## config.mk

```make
export PLATFORM = sky130hd
export DESIGN_NAME = alu_exec_stage
export DESIGN_NICKNAME = d
export VERILOG_FILES = /design/src/rtl/alu_exec_stage.sv
export SDC_FILE = /design/constraint.sdc
export NUM_CORES = 1
export LEC_CHECK = 0
export ABC_CLOCK_PERIOD_IN_PS = 5730
export CAP_MARGIN = 0
export CORE_MARGIN = 2
export CORE_UTILIZATION = 40
export CTS_BUF_LIST = sky130_fd_sc_hd__clkbuf_4
export DETAILED_ROUTE_END_ITERATION = 10
export GPL_TIMING_DRIVEN = 0
export PLACE_DENSITY_LB_ADDON = 0.05
export SLEW_MARGIN = 20
export SYNTH_ARGS = -nofsm -noshare
export SYNTH_HDL_FRONTEND = slang
export SYNTH_SLANG_ARGS = --single-unit
```

## constraint.sdc

```tcl
create_clock -name clk -period 5.73 [get_ports clk]
set_input_delay 1.146 -clock clk [delete_from_list [all_inputs] [get_ports clk]]
set_output_delay 1.146 -clock clk [all_outputs]
set_load 0.02 [all_outputs]
```

## src/rtl/alu_exec_stage.sv

```systemverilog
// Registered ALU execute stage with a 2-entry result buffer and valid/ready on both sides.
// Define ALU_OVF_EN to add the per-entry signed overflow flag and the overflow port.
module alu_exec_stage #(
  parameter int WIDTH = 64,
  parameter int DEPTH = 2
) (
  input  logic             clk,
  input  logic             reset,
  input  logic             in_valid,
  output logic             in_ready,
  input  logic [3:0]       alu_control,
  input  logic [WIDTH-1:0] a,
  input  logic [WIDTH-1:0] b,
  output logic             out_valid,
  input  logic             out_ready,
  output logic [WIDTH-1:0] result,
  output logic             zero
`ifdef ALU_OVF_EN
  ,
  output logic             overflow
`endif
);

  localparam logic [3:0] OP_AND = 4'b0000;
  localparam logic [3:0] OP_OR  = 4'b0001;
  localparam logic [3:0] OP_ADD = 4'b0010;
  localparam logic [3:0] OP_SUB = 4'b0110;
  localparam logic [3:0] OP_SLT = 4'b0111;
  localparam logic [1:0] FULL_CNT = 2'(DEPTH);

  typedef struct packed {
    logic [WIDTH-1:0] res;
    logic             zero;
`ifdef ALU_OVF_EN
    logic             ovf;
`endif
  } entry_t;

  typedef enum logic [1:0] {EMPTY = 2'd0, ONE = 2'd1, FULL = 2'd2} buf_state_t;

  buf_state_t state_q;
  entry_t     head_q;
  entry_t     second_q;
  entry_t     ent_d;
  logic       accept_s;
  logic       pop_s;

  // ALU result for the operands currently presented upstream
  always_comb begin
    ent_d = '0;
    case (alu_control)
      OP_ADD:  ent_d.res = a + b;
      OP_SUB:  ent_d.res = a - b;
      OP_AND:  ent_d.res = a & b;
      OP_OR:   ent_d.res = a | b;
      OP_SLT:  ent_d.res = ($signed(a) < $signed(b)) ? {{(WIDTH-1){1'b0}}, 1'b1} : '0;
      default: ent_d.res = '0;
    endcase
    ent_d.zero = (ent_d.res == '0);
`ifdef ALU_OVF_EN
    case (alu_control)
      OP_ADD:  ent_d.ovf = (a[WIDTH-1] == b[WIDTH-1]) && (ent_d.res[WIDTH-1] != a[WIDTH-1]);
      OP_SUB:  ent_d.ovf = (a[WIDTH-1] != b[WIDTH-1]) && (ent_d.res[WIDTH-1] != a[WIDTH-1]);
      default: ent_d.ovf = 1'b0;
    endcase
`endif
  end

  // in_ready depends only on registered state, so out_ready never reaches it combinationally
  assign in_ready  = (state_q != buf_state_t'(FULL_CNT));
  assign out_valid = (state_q != EMPTY);
  assign accept_s  = in_valid & in_ready;
  assign pop_s     = out_valid & out_ready;

  // Buffer occupancy and entry storage; a push into ONE during a pop replaces the head directly
  always_ff @(posedge clk or posedge reset) begin
    if (reset) begin
      state_q  <= EMPTY;
      head_q   <= '0;
      second_q <= '0;
    end else begin
      case (state_q)
        EMPTY: begin
          if (accept_s) begin
            head_q  <= ent_d;
            state_q <= ONE;
          end
        end
        ONE: begin
          if (accept_s && pop_s) begin
            head_q <= ent_d;
          end else if (accept_s) begin
            second_q <= ent_d;
            state_q  <= FULL;
          end else if (pop_s) begin
            state_q <= EMPTY;
          end
        end
        FULL: begin
          if (pop_s) begin
            head_q  <= second_q;
            state_q <= ONE;
          end
        end
        default: state_q <= EMPTY;
      endcase
    end
  end

  assign result = head_q.res;
  assign zero   = head_q.zero;
`ifdef ALU_OVF_EN
  assign overflow = head_q.ovf;
`endif

endmodule

```

# Word level (Yosys, flattened, before mapping)
# Index checks and enable logic that the tools add are counted.
dict set report classes {
  addsub 2
  magnitude_cmp 1
  n_eq_ne 12
  muxes 12
  bitwise_logic 5
  reduce_logical 9
}
# cell n
set op_table {}
lappend op_table {{64-bit case mux with 5 select lines} 1}
lappend op_table {{65-bit two-way mux} 3}
lappend op_table {{65-bit case mux with 3 select lines} 1}
lappend op_table {{64-bit adder} 1}
lappend op_table {{64-bit AND} 1}
lappend op_table {{64-bit zero test} 1}
lappend op_table {{64-bit < comparator} 1}
lappend op_table {{64-bit OR} 1}
lappend op_table {{64-bit subtractor} 1}
lappend op_table {{2-bit two-way mux} 5}
lappend op_table {{2-bit inequality test, second input constant} 5}
lappend op_table {{4-bit by 3-bit == test with 1-bit output, second input constant} 2}
lappend op_table {{4-bit AND reduction} 2}
lappend op_table {{2-bit case mux with 3 select lines} 1}
lappend op_table {{4-bit by 1-bit == test with 1-bit output, second input constant} 1}
lappend op_table {{4-bit by 2-bit == test with 1-bit output, second input constant} 1}
lappend op_table {{4-bit zero test} 1}
lappend op_table {{3-bit inequality test, second input constant} 1}
lappend op_table {{3-bit AND reduction} 1}
lappend op_table {{3-bit nonzero test} 1}
lappend op_table {{1-bit AND} 2}
lappend op_table {{2-bit by 1-bit == test with 1-bit output, second input constant} 1}
lappend op_table {{2-bit == test, second input constant} 1}
lappend op_table {{2-bit zero test} 1}
lappend op_table {{4 further kinds} 4}
dict set report totals {
  reg_bits 132
  in_bits 136
  output_inout_bits 67
  word_cells 46
}

# Longest topological paths before layout
dict set report logic_depth {
  ltp_word 6
  ltp_mapped 17
  mapped_depth_nobuf 17
}

# Worst setup path before layout
# Ideal clock, no wire load.
dict set report synth_timing {
  path_type {input to register}
  startpoint {input port a[0]}
  endpoint {register second_q[0] (netlist bit)}
  setup_time_ps 65
  t_arrival_ps 4473
  required_ps 5665
  path_slack_ps 1192
  stages 16
  path_buffers 0
  cell_sequence {ha_1 fa_1 a211oi_2 o21ai_1 a311oi_2 a2111oi_2 nor3_4 o2bb2ai_1 or2_1 a31oi_1 nor4b_2 nand4_1 nor4b_2 nand4_1 nor4_2 mux2_2}
}
dict set report synth_between {
  elab_chain_cells 4
  word_cells_on_any_way 8
  cone_classes {add/sub (2); order compare (1); mux (2); bitwise (2); reduce/logical (1)}
}
# item line
set synth_lines {}
lappend synth_lines {{start, declared} 12} ;# input logic [WIDTH-1:0] a,
lappend synth_lines {{64-bit < comparator} 56} ;# OP_SLT: ent_d.res = ($signed(a) < $signed(b)) ? {{(WIDTH-1){1'b0}}, 1'b1} : '0;
lappend synth_lines {{1-bit two-way mux} 56}
lappend synth_lines {{64-bit case mux with 5 select lines *} 51} ;# case (alu_control)
lappend synth_lines {{64-bit zero test *} 59} ;# ent_d.zero = (ent_d.res == '0);
lappend synth_lines {{end signal, assigned} 93} ;# second_q <= ent_d;
lappend synth_lines {{end, declared} 43} ;# entry_t second_q;
# Every way passes the cells marked *; elsewhere a longest branch is shown, timed or not.
# A chain may end at the register's enable or synchronous reset.

# Final worst setup path
dict set report layout_timing {
  startpoint {input port alu_control[3]}
  endpoint {register second_q[0] (netlist bit)}
}
dict set report layout_between {
  elab_chain_cells 3
  word_cells_on_any_way 7
  cone_classes {eq/ne (4); mux (1); reduce/logical (2)}
}
# item line
set layout_lines {}
lappend layout_lines {{start, declared} 11} ;# input logic [3:0] alu_control,
lappend layout_lines {{4-bit by 3-bit == test with 1-bit output (tied with other cells)} 51}
lappend layout_lines {{64-bit case mux with 5 select lines *} 51}
lappend layout_lines {{64-bit zero test *} 59}
# Marks and branches as above.

==> results.py <==
metrics = {
    "status": {
        "status": "complete, but fails checks",
        "violations": "setup timing",
    },
    "worst_setup_path": {
        "critical_path_peak_fanout": 10,
        "crit_path_top_delay_cell": "nor3_1",
        "worstPathRequired_ps": 6200,
        "worstSetupEndpointType": "register",
        "slowest_delay_ps": 840,
        "worstSetupPathType": "in -> reg",
        "cp.arrival_ps": 6320,
        "worstSetupStartpointType": "primary input",
        "rr_worst_depth": 7,
        "worstPathCellList": "clkdlybuf4s50_1 -> nor3_1 -> clkbuf_1 -> clkbuf_2 -> buf_1 -> o211ai_1 -> and2_2 -> a21oi_1 -> nor4_4 -> mux2_2",
    },
    "routing": {
        "drt_iter0_drc": 2051,
        "drc": 0,
        "drtPass1Iterations": 6,
        "viasPerCell": 6.132,
        "drt-total-wl_mm": 81.78,
        "post_drt_wl_per_cell_um": 25.35,
        "num_vias": 19780,
        "ant_nets": 0,
    },
    "min_path": {
        "hold_depth": 2,
        "worst_hold_path_type": "reg -> reg",
    },
    "cells_and_area": {
        "final-seq-area_um2": 3303,
        "finalInstanceArea_um2": 20840,
        "drive_above_1_share": 0.07654,
        "nNetsFinal": 2990,
        "multi_input_area_um2": 12950,
        "syn2layout_area_growth_pct": 19.20,
        "fill_cells": 4482,
    },
    "synthesis": {
        "synth_area_leaders": "dfrtp_1 19%, ha_1 16%, a21oi_1 7.4%",
        "synthDistinctLibCells": 119,
        "ys_seq_area_frac": 0.1889,
        "synth_cells": 2400,
        "syn-num-nets": 2756,
        "synth_edf_count": 0,
        "yosys_warnings": 0,
        "synth_area_per_cell_um2": 7.284,
        "ys.flop_type": "dfrtp_1",
        "netlist_top_cells_count": "301 x nand2_1, 260 x a21oi_1, 218 x ha_1, 207 x nor2_1, 198 x inv_1",
        "synth_top_area_frac": 0.1889,
        "synth_top_area_cell": "dfrtp_1",
        "netlist_area_um2": 17480,
        "ys_ff_latch": 132,
        "synthArstFlopShare": 1.000,
        "synth.most_common_cell": "nand2_1",
    },
    "grt": {
        "track_usage": 0.3534,
        "antenna_found_initial": 1,
        "grt_pass1_wl_mm": 119.2,
        "grt_max_degree": 97,
        "grt_pass1_vias": 18700,
        "overflow": 0,
    },
    "sta": {
        "rsz0062_at_grt": "false",
        "fin_skew_ps": 33.27,
        "fin_crit_ps": 5858,
        "layout_worst_path_cycle_share": 1.022,
        "relSlewSlack": 0.1852,
        "setup_viol": 2,
        "worstMarginPinSlew_ps": 1222,
        "report.final.slew_viol_count": 0,
        "setup_ws_ps": -128.1,
        "fmax_mhz": 170.7,
        "hold_violations": 0,
    },
    "power": {
        "peakVddDrop_v": 0.0001750,
        "p_int_mw": 2.461,
        "sw_frac_of_total": 0.4662,
        "finalPower_mw": 4.611,
        "combPwrFrac": 0.578,
        "seq_power_share": 0.303,
        "p_leak_nw": 9.158,
        "p_sw_mw": 2.150,
        "powerDensity_nw_per_um2": 221.3,
        "power_frac_clock": 0.120,
    },
    "clock_tree": {
        "postCtsHoldBufs": 0,
        "clkTransAtPathRegs_ps": 90,
        "clk_latency_ps": 590,
        "clock-sinks": 132,
        "clock_path_buffers": 3,
        "cts_buffers": 25,
        "cts_root_buffer": "clkbuf_4",
        "cts_tree": "done",
        "h-tree-depth": 4,
    },
    "floorplan": {
        "ioPinCount": 203,
        "dieWidth_um": 213.1,
        "coreArea_um2": 43080,
        "die_area_um2": 45390,
        "fp-row-count": 76,
        "die-height_um": 213.1,
        "initial_core_util": 0.4058,
    },
    "placed_design": {
        "hpwl_mm": 66.03,
        "port_buffers": 200,
        "place_ws_ps": -1329,
        "place_area_um2": 20250,
        "gp_congestion": 0.9896,
    },
    "job": {
        "cap_violations": 0,
    },
}
-- through the flow --
stage / instances / hold slack [ps] / util / TNS [ps]
2_1_floorplan: 2400 / 444.7 / - / 0
3_3_place_gp: 3185 / 455.9 / 0.4693 / -103970
3_5_place_dp: 3186 / 462.8 / 0.4702 / -5775
4_1_cts: 3219 / 480.6 / 0.4785 / 0
5_1_grt: 3225 / 506.0 / 0.4837 / 0
6_report: 3226 / 477.0 / 0.4837 / -191.4
-- state kept, by name (all words and copies together) (netlist names) --
| signal | count |
|---|---|
| result | 64 |
| zero | 1 |
| second_q | 65 |
| state_q | 2 |
-- routing by layer --
layer	GRT usage	part of all wire	vias up
li1	-	-	9064
met1	0.4971	0.44	9578
met2	0.5409	0.43	997
met3	0.05310	0.087	142
met4	0.1399	0.039	0
met5	0	0	-
-- kinds of logic (layout without fill, tap and decap cells) --
| group | count (synthesis) | count (layout) | synth area share |
|---|---|---|---|
| fa+ha+maj | 220 | 220 | 0.1583 |
| flops | 132 | 132 | 0.1889 |
| other cells | 0 | 2 | 0 |
| buf+inv | 353 | 592 | 0.08653 |
| simple gates | 783 | 783 | 0.2116 |
| xor+xnor | 22 | 22 | 0.01145 |
| compound gates | 854 | 854 | 0.3224 |
| mux | 36 | 36 | 0.02076 |
-- critical path: cells and delay by family --
kind / cells / cell delay (ps)
buffers and inverters: 4 / 2660
AND/OR/NAND/NOR: 3 / 1260
AO/OA/AOI/OAI: 2 / 910
multiplexers: 1 / 300
-- power groups by stage --
stage | Sequential, mW | Clock, mW | Combinational [mW]
finish | 1.40 | 0.552 | 2.66
global route | 1.43 | 0.605 | 2.86
CTS | 1.40 | 0.568 | 2.58
detailed placement | 1.42 | 0 | 2.55
global placement | 1.41 | 0 | 2.53
floorplan | 1.60 | 0 | 1.30
-- layout by cell type, fill, tap and decap left out, types with 10 or more instances in the layout --
cell type        instances
nand3_1                 44
dfrtp_1                132
inv_1                  197
nand4_1                 39
mux2i_1                 34
a21o_1                  25
a31oi_1                 21
a211oi_1                41
a21oi_1                255
o21ai_1                 16
clkbuf_4                29
or3_1                   13
nor4_1                  28
buf_2                   20
clkdlybuf4s50_1        200
nor3_1                  40
clkbuf_8                10
nor2_1                 204
o31ai_1                 28
nand2b_1                13
and2_1                  12
nand2_1                301
o22ai_1                 16
a21boi_0                10
o221ai_1                18
o211ai_1                38
ha_1                   218
a221o_1                 17
clkbuf_1                87
nor2b_1                 17
o21bai_1                26
o21a_1                  26
o21ai_0                183
buf_1                   11
xnor2_1                 19
-- path summary, 6_finish.rpt --
| path | from | endpoint | slack (ps) |
|---|---|---|---|
| hold reg to reg | second_q[49] | second_q[49] | 480 |
| min in group asynchronous | reset | second_q[13] | 910 |
| setup / recovery | alu_control[3] | second_q[0] | -130 |
| hold / removal | second_q[49] | second_q[49] | 480 |
| max in group asynchronous | reset | second_q[56] | 4010 |
| setup reg to reg | state_q[0] | result[12] | 3180 |
-- area by class of cell --
type,instances,share of cell area
multi-input cells,1915,0.6215
flip-flops and latches,132,0.1585
repair buffers,207,0.09956
inverters,206,0.03747
plain buffers,147,0.03663
well taps,585,0.03513
clock buffers,29,0.01045
clock inverters,3,0.0005404
diodes,2,0.0002402
-- repair_timing --
action                     4_1_cts  5_1_grt
setup endpoints to repair        2        2
pin swaps                        5        7
resized for setup               26       41
buffers inserted                 1        5
Power figures use the tool's default switching activity.
